`src/rtl/gpu_pkg.sv`:
```
// Shared GPU core definitions: default core geometry, retire state encoding
// and the warp-ID type used by the writeback/retire logic.
package gpu_pkg;

    localparam int GPU_NUM_WARPS    = 8;
    localparam int GPU_LANES        = 32;
    localparam int GPU_MAX_INFLIGHT = 64;

    typedef enum logic [1:0] {
        RUN   = 2'd0,
        DRAIN = 2'd1,
        DONE  = 2'd2
    } retire_state_e;

    typedef logic [$clog2(GPU_NUM_WARPS)-1:0] warp_id_t;

endpackage

```
`src/rtl/wb_retire_if.sv`:
```
// Writeback/retire bundle between the SIMT pipeline, the retire tracker and
// the performance counter. The tracker takes the slave view.
interface wb_retire_if
    import gpu_pkg::*;
#(
    parameter int NUM_WARPS    = GPU_NUM_WARPS,
    parameter int LANES        = GPU_LANES,
    parameter int MAX_INFLIGHT = GPU_MAX_INFLIGHT
);

    logic                              issue_v;
    logic                              wb_v;
    logic [$clog2(NUM_WARPS)-1:0]      wb_warp;
    logic [LANES-1:0]                  wb_mask;
    logic                              wb_is_halt;
    logic                              W_v;
    logic [15:0]                       numIns;
    logic                              isHalt;
    logic [$clog2(MAX_INFLIGHT+1)-1:0] inflight;
    logic                              err;

    modport master (
        output issue_v, wb_v, wb_warp, wb_mask, wb_is_halt,
        input  W_v, numIns, isHalt, inflight, err
    );

    modport slave (
        input  issue_v, wb_v, wb_warp, wb_mask, wb_is_halt,
        output W_v, numIns, isHalt, inflight, err
    );

endinterface

```
`src/rtl/wb_retire_lane_popcount.sv`:
```
// Combinational population count of an active-lane mask, zero-extended to 16 bits.
module lane_popcount #(
    parameter int LANES = 32
) (
    input  logic [LANES-1:0] mask,
    output logic [15:0]      count
);

    always_comb begin
        count = '0;
        for (int i = 0; i < LANES; i++) begin
            count = count + 16'(mask[i]);
        end
    end

endmodule

```
`src/rtl/wb_retire.sv`:
```
// Writeback retire tracker: registered retire pulses, in-flight count, per-warp
// halts and sticky program-halt. WB_LANE_COUNT_EN selects lane (thread) counting.
module wb_retire
    import gpu_pkg::*;
#(
    parameter int NUM_WARPS    = GPU_NUM_WARPS,
    parameter int MAX_INFLIGHT = GPU_MAX_INFLIGHT
) (
    input  logic       clk,
    input  logic       rst_n,
    wb_retire_if.slave bus
);

    localparam int IW = $clog2(MAX_INFLIGHT + 1);
    localparam int WW = $clog2(NUM_WARPS);
    localparam logic [IW-1:0] INF_MAX = IW'(MAX_INFLIGHT);

    retire_state_e        state_q, state_d;
    logic [NUM_WARPS-1:0] halted_q, halted_d;
    logic [IW-1:0]        inflight_q, inflight_d;
    logic                 err_q, err_d;
    logic                 w_v_q, w_v_d;
    logic [15:0]          num_ins_q, num_ins_d;
    logic                 is_halt_q, is_halt_d;
    logic                 warp_ok;
    logic [15:0]          lane_cnt;

`ifdef WB_LANE_COUNT_EN
    lane_popcount #(
        .LANES($bits(bus.wb_mask))
    ) u_popcount (
        .mask  (bus.wb_mask),
        .count (lane_cnt)
    );
`else
    assign lane_cnt = 16'd1;
`endif

    always_comb begin
        state_d    = state_q;
        halted_d   = halted_q;
        inflight_d = inflight_q;
        err_d      = err_q;
        w_v_d      = bus.wb_v;
        num_ins_d  = num_ins_q;
        is_halt_d  = is_halt_q;
        warp_ok    = 1'b0;

        if (bus.wb_v) begin
            num_ins_d = lane_cnt;
        end

        if (bus.issue_v && !bus.wb_v) begin
            if (inflight_q == INF_MAX) err_d = 1'b1;
            else                       inflight_d = inflight_q + 1'b1;
        end else if (bus.wb_v && !bus.issue_v) begin
            if (inflight_q == '0) err_d = 1'b1;
            else                  inflight_d = inflight_q - 1'b1;
        end

        // Out-of-range warp IDs match no entry: they retire but never set a halt bit.
        for (int i = 0; i < NUM_WARPS; i++) begin
            if (bus.wb_v && bus.wb_warp == WW'(i)) begin
                warp_ok = 1'b1;
                if (halted_q[i])    err_d       = 1'b1;
                if (bus.wb_is_halt) halted_d[i] = 1'b1;
            end
        end
        if (bus.wb_v && !warp_ok) err_d = 1'b1;
        if (bus.issue_v && state_q != RUN) err_d = 1'b1;

        // DRAIN is entered as the last halt lands so DONE follows one cycle after drain.
        case (state_q)
            RUN:     if (&halted_d) state_d = DRAIN;
            DRAIN:   if (inflight_q == '0) state_d = DONE;
            DONE:    state_d = DONE;
            default: state_d = RUN;
        endcase

        if (state_d == DONE) is_halt_d = 1'b1;
    end

    always_ff @(posedge clk or negedge rst_n) begin
        if (!rst_n) begin
            state_q    <= RUN;
            halted_q   <= '0;
            inflight_q <= '0;
            err_q      <= 1'b0;
            w_v_q      <= 1'b0;
            num_ins_q  <= '0;
            is_halt_q  <= 1'b0;
        end else begin
            state_q    <= state_d;
            halted_q   <= halted_d;
            inflight_q <= inflight_d;
            err_q      <= err_d;
            w_v_q      <= w_v_d;
            num_ins_q  <= num_ins_d;
            is_halt_q  <= is_halt_d;
        end
    end

    assign bus.W_v      = w_v_q;
    assign bus.numIns   = num_ins_q;
    assign bus.isHalt   = is_halt_q;
    assign bus.inflight = inflight_q;
    assign bus.err      = err_q;

endmodule

```
`src/flat_wrapper.sv`:
```
// flat-port wrapper written by rule: the top's interface ports become plain ports
module wb_retire_flat import gpu_pkg::*;
#(
    parameter int NUM_WARPS    = GPU_NUM_WARPS,
    parameter int MAX_INFLIGHT = GPU_MAX_INFLIGHT
)
  (clk, rst_n, bus_issue_v, bus_wb_v, bus_wb_warp, bus_wb_mask, bus_wb_is_halt, bus_W_v, bus_numIns, bus_isHalt, bus_inflight, bus_err);
  wb_retire_if #(.NUM_WARPS(NUM_WARPS), .LANES((GPU_LANES)), .MAX_INFLIGHT(MAX_INFLIGHT)) bus_i ();
  input  logic clk;
  input  logic rst_n;
  input wire logic [$bits(bus_i.issue_v)-1:0] bus_issue_v;
  input wire logic [$bits(bus_i.wb_v)-1:0] bus_wb_v;
  input wire logic [$bits(bus_i.wb_warp)-1:0] bus_wb_warp;
  input wire logic [$bits(bus_i.wb_mask)-1:0] bus_wb_mask;
  input wire logic [$bits(bus_i.wb_is_halt)-1:0] bus_wb_is_halt;
  output wire logic [$bits(bus_i.W_v)-1:0] bus_W_v;
  output wire logic [$bits(bus_i.numIns)-1:0] bus_numIns;
  output wire logic [$bits(bus_i.isHalt)-1:0] bus_isHalt;
  output wire logic [$bits(bus_i.inflight)-1:0] bus_inflight;
  output wire logic [$bits(bus_i.err)-1:0] bus_err;
  assign bus_i.issue_v = bus_issue_v;
  assign bus_i.wb_v = bus_wb_v;
  assign bus_i.wb_warp = bus_wb_warp;
  assign bus_i.wb_mask = bus_wb_mask;
  assign bus_i.wb_is_halt = bus_wb_is_halt;
  assign bus_W_v = bus_i.W_v;
  assign bus_numIns = bus_i.numIns;
  assign bus_isHalt = bus_i.isHalt;
  assign bus_inflight = bus_i.inflight;
  assign bus_err = bus_i.err;
  wb_retire #(.NUM_WARPS(NUM_WARPS), .MAX_INFLIGHT(MAX_INFLIGHT)) u_core (.clk(clk), .rst_n(rst_n), .bus(bus_i));
endmodule
```
`config.mk`:
```
export PLATFORM = sky130hd
export DESIGN_NAME = wb_retire_flat
export DESIGN_NICKNAME = d
export VERILOG_FILES = /design/src/rtl/gpu_pkg.sv /design/src/rtl/wb_retire_if.sv /design/src/rtl/wb_retire_lane_popcount.sv /design/src/rtl/wb_retire.sv /design/src/flat_wrapper.sv
export SDC_FILE = /design/constraint.sdc
export NUM_CORES = 1
export LEC_CHECK = 0
export ABC_AREA = 1
export CORE_AREA = 10 10 70 72
export CTS_CLUSTER_DIAMETER = 40
export CTS_CLUSTER_SIZE = 28
export DETAILED_ROUTE_END_ITERATION = 16
export DIE_AREA = 0 0 80 82
export PLACE_DENSITY = 0.78
export SLEW_MARGIN = 20
export SYNTH_ARGS = -nofsm -noshare
export SYNTH_HDL_FRONTEND = slang
export SYNTH_SLANG_ARGS = --single-unit
```
`constraint.sdc`:
```
create_clock -name clk -period 1.6 [get_ports clk]
set_clock_uncertainty 0.05 [all_clocks]
set_input_delay 0.16 -clock clk [delete_from_list [all_inputs] [get_ports clk]]
set_output_delay 0.16 -clock clk [all_outputs]
set_load 0.05 [all_outputs]
```
==> run_results.csv <==
group,metric,value,unit
sta,maxSlewViolCount,0,
synth,synthFlopType,"dfrtp_1",
power_and_ir_drop,leakage,0.000901,uW
place,dp_slack,-0.303,ns
synth,ys_ff_latch,21,
sta,setup_ws,0.0553,ns
worst_setup_path,crit_fanout,6,
detailed_routing,vias,1220,
synth,yosysWarnings,0,
detailed_routing,wl_per_cell,11.4,um
worst_setup_path,r2r-start,"u_core.bus.inflight[0]$_DFFE_PN0P_",
synth,async_reset_ff_share,100,%
place,numPortBuffers,18,
worst_setup_path,end_kind,"register",
synth,avgSynthCellArea,7.68,um^2
sta,max_freq,647,MHz
outcome,status,"finished, final reports clean",
cells_and_area,drive_gt1_share,30.6,%
floorplanning,io_pins,66,
floorplanning,dieWidth,80,um
detailed_routing,dr.pass1.iters,4,
synth,synth_common_cells,"39 x nand2_1, 25 x inv_1, 21 x dfrtp_1, 20 x nand3_1",
sta,finalHoldViolations,0,
sta,fin_crit,1.54,ns
clock_tree,clock-sinks,21,
sta,finalCritPeriodShare,96.5,%
grt,grt_pass1_wl,5180,um
worst_setup_path,critPathMostFrequentCell,"nand3_1",
place,place_hpwl,2450,um
cells_and_area,nNetsFinal,269,
synth,netlist-cell-type-count,28,
grt,antenna_found_initial,0,
detailed_routing,initialDrtViolationCount,58,
sta,final-setup-viol-count,0,
synth,syn_area,0.00141,mm^2
clock_tree,cts_tree,"yes",
worst_setup_path,path_class,"in2reg",
floorplanning,initial_core_util,39.5,%
synth,synthCells,184,
floorplanning,core,0.00358,mm^2
grt,grt_max_degree,22,
clock_tree,cts_root_buf,"clkbuf_4",
synth,synth_edf_count,0,
power_and_ir_drop,peakVddDrop,1.01,mV
synth,synth_top_cells_by_area,"dfrtp_1 37%, nand2_1 10%, buf_4 8.0%",
power_and_ir_drop,power_density,1470,mW/mm^2
grt,grt_pass1_vias,1187,
detailed_routing,via_per_inst,4.52,
detailed_routing,detail-route-antenna-nets,0,
job,cap_viol_max_count,0,
floorplanning,die-area,0.00656,mm^2
cells_and_area,syn_to_final_growth,26.9,%
worst_setup_path,required,1.75,ns
cells_and_area,antennaDiodeCount,0,
worst_setup_path,startpoint,"bus_wb_v",
detailed_routing,drc,0,
clock_tree,numCtsBuffers,3,
place,place.gp.congestion,0.875,
synth,synth.largest_area_cell,"dfrtp_1",
worst_setup_path,crit_slowest_cell,"clkdlybuf4s50_1",
min_path,hp-class,"in2async",
floorplanning,fp.dieH,82,um
cells_and_area,design_area,0.00179,mm^2
place,place_area,0.00171,mm^2
worst_setup_path,worstPathCellList,"clkdlybuf4s50_1, inv_1, nand2_4, buf_4, ha_1, nand3_1, nand3_1, xnor2_1, a21oi_2",
worst_setup_path,cpPeakStageDelay,0.42,ns
grt,overflow,0,
clock_tree,clk_path_buf_depth,2,
worst_setup_path,crit_path_start_kind,"input port",
synth,yosysSeqAreaShare,37.2,%
cells_and_area,final_cell_count_no_fill,270,
clock_tree,cts_max_level,1,
place,place_inst,265,
clock_tree,clock_latency,0.31,ns
sta,grt_setup_unrepaired,"false",
synth,synth_top_cell_area_share,37.2,%
synth,synth_most_common_cell,"nand2_1",
floorplanning,rows,22,
clock_tree,cts.clk_slew.worst_paths,0.12,ns
detailed_routing,wirelength,3090,um
worst_setup_path,critPathArrivalTime,1.69,ns
grt,grt_usage,9.67,%
sta,finalSetupTns,0,ns
power_and_ir_drop,power,2640,uW
cells by family after synthesis:
kind of cell,count (synthesis),synth area share (%)
flops,21,37.2
compound gates,13,6.73
simple gates,96,31.5
buf+inv,43,16.0
other cells,1,0.265
xor+xnor,4,2.48
fa+ha+maj,6,5.84
worst max-delay path: cells and delay by family:
kind,cells,cell delay (ns)
AND/OR/NAND/NOR,3,0.28
buffers and inverters,3,0.70
AO/OA/AOI/OAI,1,0.07
XOR/XNOR,1,0.18
adder cells (fa/ha/maj),1,0.28
through the flow:
step                hold WS, ns  utilization (%)
detailed placement        0.405             47.7
floorplan                -0.186                -
global route              0.129             50.1
CTS                       0.128             48.5
global placement          0.404             47.7
finish                    0.131             50.1
layout by cell type (no fill, tap or decap), types with 3 or more instances in the layout:
master / count
dfrtp_1: 15
nor2_2: 8
nor3_1: 3
buf_4: 29
a21oi_2: 4
clkdlybuf4s50_1: 6
dfrtp_2: 6
clkbuf_4: 3
nand4_1: 4
or2_2: 3
ha_4: 3
conb_1: 15
nand2_1: 38
nor2_1: 14
inv_1: 24
a21oi_1: 3
nand3_1: 20
worst paths after layout:
path | to | slack [ns] | cells past startpoint
max in group asynchronous | u_core.bus.inflight[1]$_DFFE_PN0P_ | 1.13 | 2
worst max register to register | u_core.bus.inflight[6]$_DFFE_PN0P_ | 0.12 | 8
worst min-delay path | u_core.bus.inflight[6]$_DFFE_PN0P_ | 0.13 | 2
worst min register to register | u_core.bus.isHalt$_DFFE_PN0N_ | 0.43 | 1
min in group clk | u_core.bus.W_v$_DFF_PN0_ | 0.43 | 2
worst max-delay path | u_core.bus.inflight[3]$_DFFE_PN0P_ | 0.06 | 9
state kept, by name, indices dropped and copies added (netlist names):
name and cells:
u_core.bus.numIns 1, u_core.state_q 2, u_core.bus.err 1, u_core.bus.W_v 1, u_core.halted_q 8, u_core.bus.isHalt 1, u_core.bus.inflight 7
area by class of cell:
type                    count  area [um^2]
fillers                   372         1780
multi-input cells         134          767
flip-flops and latches     21          533
repair buffers             37          310
inverters                  26         97.6
well taps                  48         60.1
clock buffers               4         26.3
report_power, final:
group          switching, uW  internal, uW  leakage (uW)
Combinational            952           633      0.000679
Clock                    163          97.3     0.0000150
Sequential               156           640      0.000207
metal layers:
metal  global-route usage [%]  share of wire (%)
met3                     2.18                5.7
met4                     3.70                1.4
met1                     11.7                 46
met5                        0                  0
met2                     16.4                 47
what timing repair did:
action	in CTS	in global routing
setup buffers	0	1
gates resized for setup	0	8
setup endpoints to repair	0	3
hold buffers	0	0
Power figures use the tool's default switching activity.
==> edit: new RTL, config.mk and constraints unchanged <==
Set the package constant `GPU_MAX_INFLIGHT` to 32 (it was 64).
--- a/src/rtl/gpu_pkg.sv
+++ b/src/rtl/gpu_pkg.sv
@@ -4,7 +4,7 @@
 
     localparam int GPU_NUM_WARPS    = 8;
     localparam int GPU_LANES        = 32;
-    localparam int GPU_MAX_INFLIGHT = 64;
+    localparam int GPU_MAX_INFLIGHT = 32;
 
     typedef enum logic [1:0] {
         RUN   = 2'd0,
Ports: changed (resized bus_inflight); port bits go from 66 to 65. No check against the original RTL was run, so the function may have changed too.
==> edit against the unedited design <==
- routed wire length fell by 12%
- total power decreased by 11%
- final area is 13% lower
- setup slack improved by 0.030 ns
- area after synthesis decreased by 9.3%
- combinational power shrank 22%
- sequential cell count fell by 1
- clock power grew 60%
- critical path type unchanged
- largest cell class unchanged
==> edit: results (changes against the unedited design) <==
[metrics] Placed Cells: 244 (was 265)
[metrics] status: completed (unchanged)
[metrics] count of mapped cells out of synthesis: 170 (was 184)
[metrics] first-pass GRT wire length: 4478 um (was 5175 um)
[metrics] met1 wire length: 1112 um (was 1414 um)
[metrics] Final Cell Area: 0.001565 mm2 (was 0.001794 mm2)
[metrics] worst-case reg-to-reg path depth: 10 (was 8)
[metrics] fraction of layout instances using a drive strength above 1: 22.89% (was 30.63%)
[metrics] detailed-routed wire length on met2: 1342 um (was 1457 um)
[metrics] largest fanout on the critical path: 5 (was 6)
[metrics] net switching fraction of the power: 44.87% (was 48.12%)
[metrics] Post-synth top cells: sky130_fd_sc_hd__nand2_1, sky130_fd_sc_hd__inv_1, sky130_fd_sc_hd__dfrtp_1 (unchanged)
[metrics] port bufs: 17 (was 18)
[metrics] number of distinct library cell variants in the gate-level netlist after synthesis: 21 (was 28)
[metrics] fraction of registers with async set/reset: 100.0% (unchanged)
[metrics] First DRT Iteration DRCs: 67 (was 58)
[metrics] total vias in the final route: 1078 (was 1220)
[metrics] global routing usage summed across all routing layers: 8.595% (was 9.668%)
[metrics] power in combinational cells: 0.00124 W (was 0.00158 W)
[metrics] number of inserted filler cells in the final layout: 365 (was 372)
[metrics] HPWL Detailed: 2211 um (was 2450 um)
[metrics] total routed wirelength: 2733 um (was 3091 um)
[metrics] number of nets in the layout: 247 (was 269)
[metrics] register area share after synthesis: 39.02% (was 37.17%)
[metrics] met3 wire len: 260 um (was 175 um)
[metrics] post-DR wirelength/cell: 10.98 um (was 11.45 um)
[metrics] clock group total power: 0.000415 W (was 0.000260 W)
[metrics] delay contributed by the slowest stage of the critical path: 0.52 ns (was 0.42 ns)
[metrics] met2 GRT Util: 15.09% (was 16.37%)
[metrics] leak pwr: 0.8234 nW (was 0.9009 nW)
[metrics] Clock power frac: 17.6% (was 9.9%)
[metrics] post-placement cell area: 0.001488 mm2 (was 0.001708 mm2)
[metrics] met1 routing resource usage after global routing: 8.776% (was 11.68%)
[metrics] post-place setup slack: -0.2688 ns (was -0.3035 ns)
[metrics] pin count of the biggest net entering global routing: 21 (was 22)
[metrics] total iterations of the first detailed-routing run: 6 (was 4)
## edit: cell types whose count changed in the layout (fill, tap and decap cells not counted), sizes merged, moves of 2 or more
cell | before | now
nand4 | 4 | 2
xnor2 | 2 | 0
nand3 | 22 | 16
buf | 30 | 22
nor2 | 22 | 16
nand2 | 41 | 49
a21oi | 7 | 4
## edit: worst paths after layout
path | start | endpoint | slack (ns)
max | bus_issue_v | u_core.bus.inflight[5] | 0.09
min | rst_n | u_core.halted_q[1] | 0.12
max reg2reg | u_core.bus.inflight[1] | u_core.bus.inflight[4] | 0.11
min reg2reg | u_core.halted_q[6] | u_core.halted_q[6] | 0.43
max in group asynchronous | rst_n | u_core.bus.inflight[1] | 1.14
min in group clk | u_core.halted_q[6] | u_core.halted_q[6] | 0.43
## edit: area by class of cell
| class | count | area share (%) |
|---|---|---|
| clock buffers | 3 | 1.439 |
| well taps | 48 | 3.837 |
| clock inverters | 1 | 1.918 |
| multi-input cells | 122 | 39.33 |
| repair buffers | 29 | 15.03 |
| flip-flops and latches | 20 | 32.21 |
| inverters | 26 | 6.235 |
## edit: cell families (layout without fill, tap and decap cells)
| kind of cell | Yosys count | in the layout | synth area share [%] |
|---|---|---|---|
| buffers and inverters | 42 | 59 | 18.93 |
| XOR/XNOR | 3 | 3 | 2.049 |
| other | 1 | 15 | 0.2924 |
| AND/OR/NAND/NOR | 90 | 90 | 30.54 |
| adder cells (fa/ha/maj) | 5 | 5 | 5.464 |
| flip-flops | 20 | 20 | 39.02 |
| AO/OA/AOI/OAI | 9 | 9 | 3.708 |
## edit: repair_timing
action | in CTS | in global routing
gates resized for setup | 0 | 5
setup buffers | 0 | 1
setup endpoints to repair | 0 | 3
hold buffers | 0 | 0
